### config.mk
export PLATFORM = sky130hd
export DESIGN_NAME = sync_fifo_fwft
export DESIGN_NICKNAME = d
export VERILOG_FILES = /design/src/rtl/fifo_pkg.sv /design/src/rtl/fifo_mem.sv /design/src/rtl/sync_fifo_fwft.sv
export SDC_FILE = /design/constraint.sdc
export NUM_CORES = 1
export LEC_CHECK = 0
export CAP_MARGIN = 20
export CORE_ASPECT_RATIO = 1.2
export CORE_MARGIN = 4
export CORE_UTILIZATION = 56
export DETAILED_ROUTE_END_ITERATION = 8
export PLACE_DENSITY = 0.84
export REMOVE_ABC_BUFFERS = 1
export SYNTH_ARGS = -nofsm -noshare
export SYNTH_HDL_FRONTEND = slang
export SYNTH_SLANG_ARGS = --single-unit
export TNS_END_PERCENT = 20
### constraint.sdc
create_clock -name clk -period 3.15 [get_ports clk]
set_clock_uncertainty 0.05 [all_clocks]
set_input_delay 0.315 -clock clk [delete_from_list [all_inputs] [get_ports clk]]
set_output_delay 0.315 -clock clk [all_outputs]
set_load 0.01 [all_outputs]
### src/rtl/fifo_pkg.sv
// Shared types and helpers for the synchronous FIFO family.
// ptr_next wraps at an arbitrary depth, so pointer logic never relies on power-of-two rollover.
package fifo_pkg;

  typedef enum logic {
    STD  = 1'b0,
    FWFT = 1'b1
  } fifo_mode_e;

  function automatic logic [31:0] ptr_next(input logic [31:0] ptr, input int unsigned depth);
    return (ptr == depth - 1) ? 32'd0 : ptr + 32'd1;
  endfunction

endpackage

### src/rtl/fifo_mem.sv
// DEPTH x WIDTH flop array: one synchronous write port, one asynchronous read port.
// Contents are deliberately left unreset.
module fifo_mem #(
  parameter int WIDTH  = 8,
  parameter int DEPTH  = 64,
  parameter int ADDR_W = 6
) (
  input  logic              clk,
  input  logic              wr_en,
  input  logic [ADDR_W-1:0] wr_addr,
  input  logic [WIDTH-1:0]  wr_data,
  input  logic [ADDR_W-1:0] rd_addr,
  output logic [WIDTH-1:0]  rd_data
);

  logic [WIDTH-1:0] mem [DEPTH];

  always_ff @(posedge clk) begin
    if (wr_en) begin
      mem[wr_addr] <= wr_data;
    end
  end

  assign rd_data = mem[rd_addr];

endmodule

### src/rtl/sync_fifo_fwft.sv
// Single-clock FIFO with any depth >= 2, standard or first-word-fall-through read,
// occupancy count, almost-full/empty thresholds and sticky overflow/underflow flags.
module sync_fifo_fwft #(
  parameter int WIDTH    = 8,
  parameter int DEPTH    = 64,
  parameter int FWFT     = 0,
  parameter int AF_LEVEL = DEPTH - 4,
  parameter int AE_LEVEL = 4,
  parameter int CNT_W    = $clog2(DEPTH + 1)
) (
  input  logic             clk,
  input  logic             rst_n,
  input  logic             wr_en,
  input  logic [WIDTH-1:0] wr_data,
  input  logic             rd_en,
  output logic [WIDTH-1:0] rd_data,
  output logic             full,
  output logic             empty,
  output logic             almost_full,
  output logic             almost_empty,
  output logic [CNT_W-1:0] level,
  output logic             overflow,
  output logic             underflow,
  input  logic             clr_err
);
  import fifo_pkg::*;

  localparam int PTR_W = $clog2(DEPTH);
  localparam fifo_mode_e MODE = (FWFT != 0) ? fifo_pkg::FWFT : fifo_pkg::STD;

  if (DEPTH < 2) begin : g_bad_depth
    $error("sync_fifo_fwft: DEPTH must be >= 2");
  end
  if (FWFT != 0 && FWFT != 1) begin : g_bad_mode
    $error("sync_fifo_fwft: FWFT must be 0 or 1");
  end
  if (AF_LEVEL < 1 || AF_LEVEL > DEPTH) begin : g_bad_af
    $error("sync_fifo_fwft: AF_LEVEL out of range 1..DEPTH");
  end
  if (AE_LEVEL < 0 || AE_LEVEL > DEPTH - 1) begin : g_bad_ae
    $error("sync_fifo_fwft: AE_LEVEL out of range 0..DEPTH-1");
  end
  if (CNT_W != $clog2(DEPTH + 1)) begin : g_bad_cnt
    $error("sync_fifo_fwft: CNT_W must not be overridden");
  end

  logic [PTR_W-1:0] wr_ptr_reg, rd_ptr_reg;
  logic [CNT_W-1:0] level_reg;
  logic             overflow_reg, underflow_reg;
  logic             wr_ok, rd_ok;
  logic [WIDTH-1:0] mem_rd_data;

  // Status is decoded only from registered level, keeping inputs off output paths.
  assign level        = level_reg;
  assign full         = (level_reg == CNT_W'(DEPTH));
  assign empty        = (level_reg == '0);
  assign almost_full  = (level_reg >= CNT_W'(AF_LEVEL));
  assign almost_empty = (level_reg <= CNT_W'(AE_LEVEL));
  assign overflow     = overflow_reg;
  assign underflow    = underflow_reg;

  // No full-bypass: a simultaneous read never makes room for a write at full.
  assign wr_ok = wr_en & ~full;
  assign rd_ok = rd_en & ~empty;

  fifo_mem #(
    .WIDTH  (WIDTH),
    .DEPTH  (DEPTH),
    .ADDR_W (PTR_W)
  ) u_mem (
    .clk     (clk),
    .wr_en   (wr_ok),
    .wr_addr (wr_ptr_reg),
    .wr_data (wr_data),
    .rd_addr (rd_ptr_reg),
    .rd_data (mem_rd_data)
  );

  always_ff @(posedge clk) begin
    if (!rst_n) begin
      wr_ptr_reg    <= '0;
      rd_ptr_reg    <= '0;
      level_reg     <= '0;
      overflow_reg  <= 1'b0;
      underflow_reg <= 1'b0;
    end else begin
      if (wr_ok) begin
        wr_ptr_reg <= PTR_W'(ptr_next(32'(wr_ptr_reg), DEPTH));
      end
      if (rd_ok) begin
        rd_ptr_reg <= PTR_W'(ptr_next(32'(rd_ptr_reg), DEPTH));
      end
      if (wr_ok && !rd_ok) begin
        level_reg <= level_reg + CNT_W'(1);
      end else if (rd_ok && !wr_ok) begin
        level_reg <= level_reg - CNT_W'(1);
      end
      // A new error in the clearing cycle wins over clr_err.
      overflow_reg  <= (wr_en & full)  | (overflow_reg  & ~clr_err);
      underflow_reg <= (rd_en & empty) | (underflow_reg & ~clr_err);
    end
  end

  if (MODE == fifo_pkg::FWFT) begin : g_fwft
    assign rd_data = mem_rd_data;
  end else begin : g_std
    logic [WIDTH-1:0] rd_data_reg;
    always_ff @(posedge clk) begin
      if (!rst_n) begin
        rd_data_reg <= '0;
      end else if (rd_ok) begin
        rd_data_reg <= mem_rd_data;
      end
    end
    assign rd_data = rd_data_reg;
  end

endmodule

==> summary.md <==
## Run status
* outcome: finished, final reports clean

## Setup path
* Crit Path Class: flip-flop to flip-flop
* end point of the critical path: level[6]
* highest net fanout along the worst path: 7
* Critical R2R Capture: level[6]
* crit end category: flip-flop
* type of element launching the critical path: flip-flop
* critical path startpoint: level[6]
* Critical Path RT: 3600 ps
* slack of the worst reg-to-reg path: 150 ps
* number of cells traversed by the worst register-to-register path: 11
* arrival time reported for the critical path endpoint: 3440 ps
* Critical R2R Launch: level[6]

## Synthesis
* fraction of the yosys area taken by sequential cells: 74.0%
* average size of a mapped cell: 18.1 µm²
* dominant synthesized flop cell: sky130_fd_sc_hd__edfxtp_1
* Cells after Synth: 1,189
* synthesis-stage register bit count: 541
* netlist area before placement: 0.0216 mm²
* count of flip-flops with a built-in enable after synthesis: 512
* library cell with the largest summed area after synthesis: sky130_fd_sc_hd__edfxtp_1
* asr flop ratio synth: 0%
* fraction of post-synthesis cell area in the top cell type by area: 71.3%
* unique cell type count in the Yosys netlist: 65
* most frequent cells after synthesis: sky130_fd_sc_hd__edfxtp_1, sky130_fd_sc_hd__mux2i_1, sky130_fd_sc_hd__nor2_1
* leading post-synthesis cells by cell area: sky130_fd_sc_hd__edfxtp_1, sky130_fd_sc_hd__mux4_2, sky130_fd_sc_hd__mux2i_1
* library cell with the highest instance count after synthesis: sky130_fd_sc_hd__edfxtp_1
* synth warn: 0

## STA
* Highest Clock Rate: 333 MHz
* Final Hold Vio Count: 0
* Max-slew headroom: 31.9%
* minimum clock period after layout: 3000 ps
* portion of the clock cycle consumed by the worst path in the final layout: 95.2%
* RSZ-0062 raised after global routing: no
* Slew Limit Fails: 0
* actual slew at the worst max-slew pin: 1020 ps
* number of failing setup endpoints in the final timing report: 0
* Setup WS post-layout: 151 ps

## Clock network
* Worst-path clk slew: 70 ps
* clock sink count: 541
* clock tree from TritonCTS: yes
* worst-skew pair later-pin latency: 560 ps
* largest buffer count on any clock path: 3
* Post-CTS Hold Fix Bufs: 0
* number of clock buffers inserted by TritonCTS: 46
* clock root buffer master: sky130_fd_sc_hd__clkbuf_16
* number of buffers inserted to repair setup after CTS: 0
* Max H-tree Level: 2
* post-CTS sizing: 0

## Drt
* final antenna-violating net count: 0
* first-iteration detailed-routing DRC count: 1,776
* per-cell routed wire length: 26.7 µm
* length of the first detailed-routing pass in iterations: 5
* vias after detailed routing: 11,900
* Detailed Route WL: 48,800 µm
* Remaining DRCs: 0
* per-cell via count in the routed design: 6.50

## Floorplanning
* initial core utilization: 56.8%
* x dimension of the die: 187 µm
* Die Y-Extent: 223 µm
* die area: 0.0417 mm²
* std cell rows: 78
* number of top-level design ports: 34
* CORE AREA: 0.0380 mm²

## GRT
* via count of the first global-routing pass: 11,800
* global route overflow: 0
* initial antenna violation count: 0
* wire length of the first global-routing pass: 73,800 µm
* maximum number of pins on one net before global-route repair: 65
* combined global-route utilization of all metal layers: 23.2%

## Place
* number of instances in the placed design: 1,743
* count of input and output buffers: 33
* cell area after placement: 0.0229 mm²
* post-DP HPWL: 30,100 µm
* Worst Setup Slack post-DPL: 108 ps
* GP Congestion: 0.886

## Layout
* fill count: 2,420
* fraction of final layout cells sized beyond drive strength 1: 20.5%
* cell area after layout: 0.0245 mm²
* layout net count: 1,336
* number of flip-flops in the largest register: 512
* number of diodes: 0
* area delta synth->final: 13.4%
* fin cells: 1,828
* final design utilization: 64.4%

## Job
* Maximum Capacitance Violations: 0

## Pwr
* total chip power: 17.2 mW
* Power Density: 705 mW/mm²
* maximum vdd ir drop: 0.382 mV
* reported leakage power: 7.85 nW

## Min path
* kind of path behind the tightest hold check: input pin to flip-flop

final cells by class:
cell class / instances / area [µm²] / area share [%]
Timing Repair Buffer: 137 / 1170 / 4.79
Clock buffer: 59 / 1260 / 5.17
Tap cell: 480 / 601 / 2.46
Clock inverter: 24 / 194 / 0.793
Multi-Input combinational cell: 579 / 5230 / 21.4
Inverter: 8 / 30.0 / 0.123
Sequential cell: 541 / 16000 / 65.3
kinds of logic (layout without fill, tap and decap cells):
group           after synthesis  after routing  synth area share [%]
fa+ha+maj                    10             10                 0.615
flops                       541            541                  74.0
mux                         203            203                  14.1
buf+inv                      69            228                  1.77
compound gates              134            134                  4.38
xor+xnor                     11             11                 0.447
simple gates                221            221                  4.64
metal layers:
metal	GRT usage (%)	wire length [µm]	vias up	share of wire, %
met4	8.90	2020	0	4.1
met5	0	0	-	0
met1	30.5	17700	6067	36
met3	3.43	4110	125	8.4
met2	39.8	24900	679	51
li1	-	-	5003	-
stage by stage:
step	hold slack (ps)	setup TNS, ps
2_1_floorplan	364	-52500
3_3_place_gp	462	0
3_5_place_dp	499	0
4_1_cts	222	0
5_1_grt	88.7	0
6_report	94.4	0
layout by cell type, fill, tap and decap left out, types with 12 or more instances in the layout:
| cell type | count |
|---|---|
| sky130_fd_sc_hd__nor2_1 | 97 |
| sky130_fd_sc_hd__a21oi_1 | 30 |
| sky130_fd_sc_hd__clkbuf_16 | 49 |
| sky130_fd_sc_hd__mux2_2 | 12 |
| sky130_fd_sc_hd__mux4_2 | 75 |
| sky130_fd_sc_hd__edfxtp_1 | 512 |
| sky130_fd_sc_hd__o21ai_0 | 13 |
| sky130_fd_sc_hd__nand2_1 | 54 |
| sky130_fd_sc_hd__a31oi_1 | 12 |
| sky130_fd_sc_hd__mux2i_1 | 112 |
| sky130_fd_sc_hd__nand3_1 | 16 |
| sky130_fd_sc_hd__dfxtp_1 | 26 |
| sky130_fd_sc_hd__a22oi_1 | 22 |
| sky130_fd_sc_hd__buf_4 | 96 |
| sky130_fd_sc_hd__clkdlybuf4s50_1 | 25 |
where the power goes:
group          total, mW  internal [mW]  leakage (nW)  switching (mW)
Clock               5.55           3.08         0.712            2.46
Sequential          8.15           7.99          4.85           0.167
Combinational       3.55           1.67          2.30            1.87
Total               17.2           12.7          7.85            4.51
worst max-delay path: stages, from the launching register on:
cell                       delay, ps
sky130_fd_sc_hd__dfxtp_1         440
sky130_fd_sc_hd__or3b_2          510
sky130_fd_sc_hd__o21ai_2         160
sky130_fd_sc_hd__inv_1            90
sky130_fd_sc_hd__ha_1            210
sky130_fd_sc_hd__inv_1           160
sky130_fd_sc_hd__ha_1            290
sky130_fd_sc_hd__a21o_1          180
sky130_fd_sc_hd__a21o_1          220
sky130_fd_sc_hd__a211o_1         290
sky130_fd_sc_hd__o211ai_1        110
sky130_fd_sc_hd__mux2i_1         210
worst min-delay path by stage:
stage | startpoint | cells past startpoint | slack, ps | endpoint
after floorplan | wr_data[0] | 0 | 360 | u_mem.mem[0][0]
after detailed placement | level[6] | 2 | 500 | level[6]
after global routing | wr_data[3] | 1 | 90 | u_mem.mem[1][3]
after global placement | level[6] | 2 | 460 | level[6]
after CTS | wr_data[6] | 1 | 220 | u_mem.mem[61][6]
final | wr_data[3] | 1 | 90 | u_mem.mem[1][3]
Note: power is estimated with default switching activity, not from simulation.
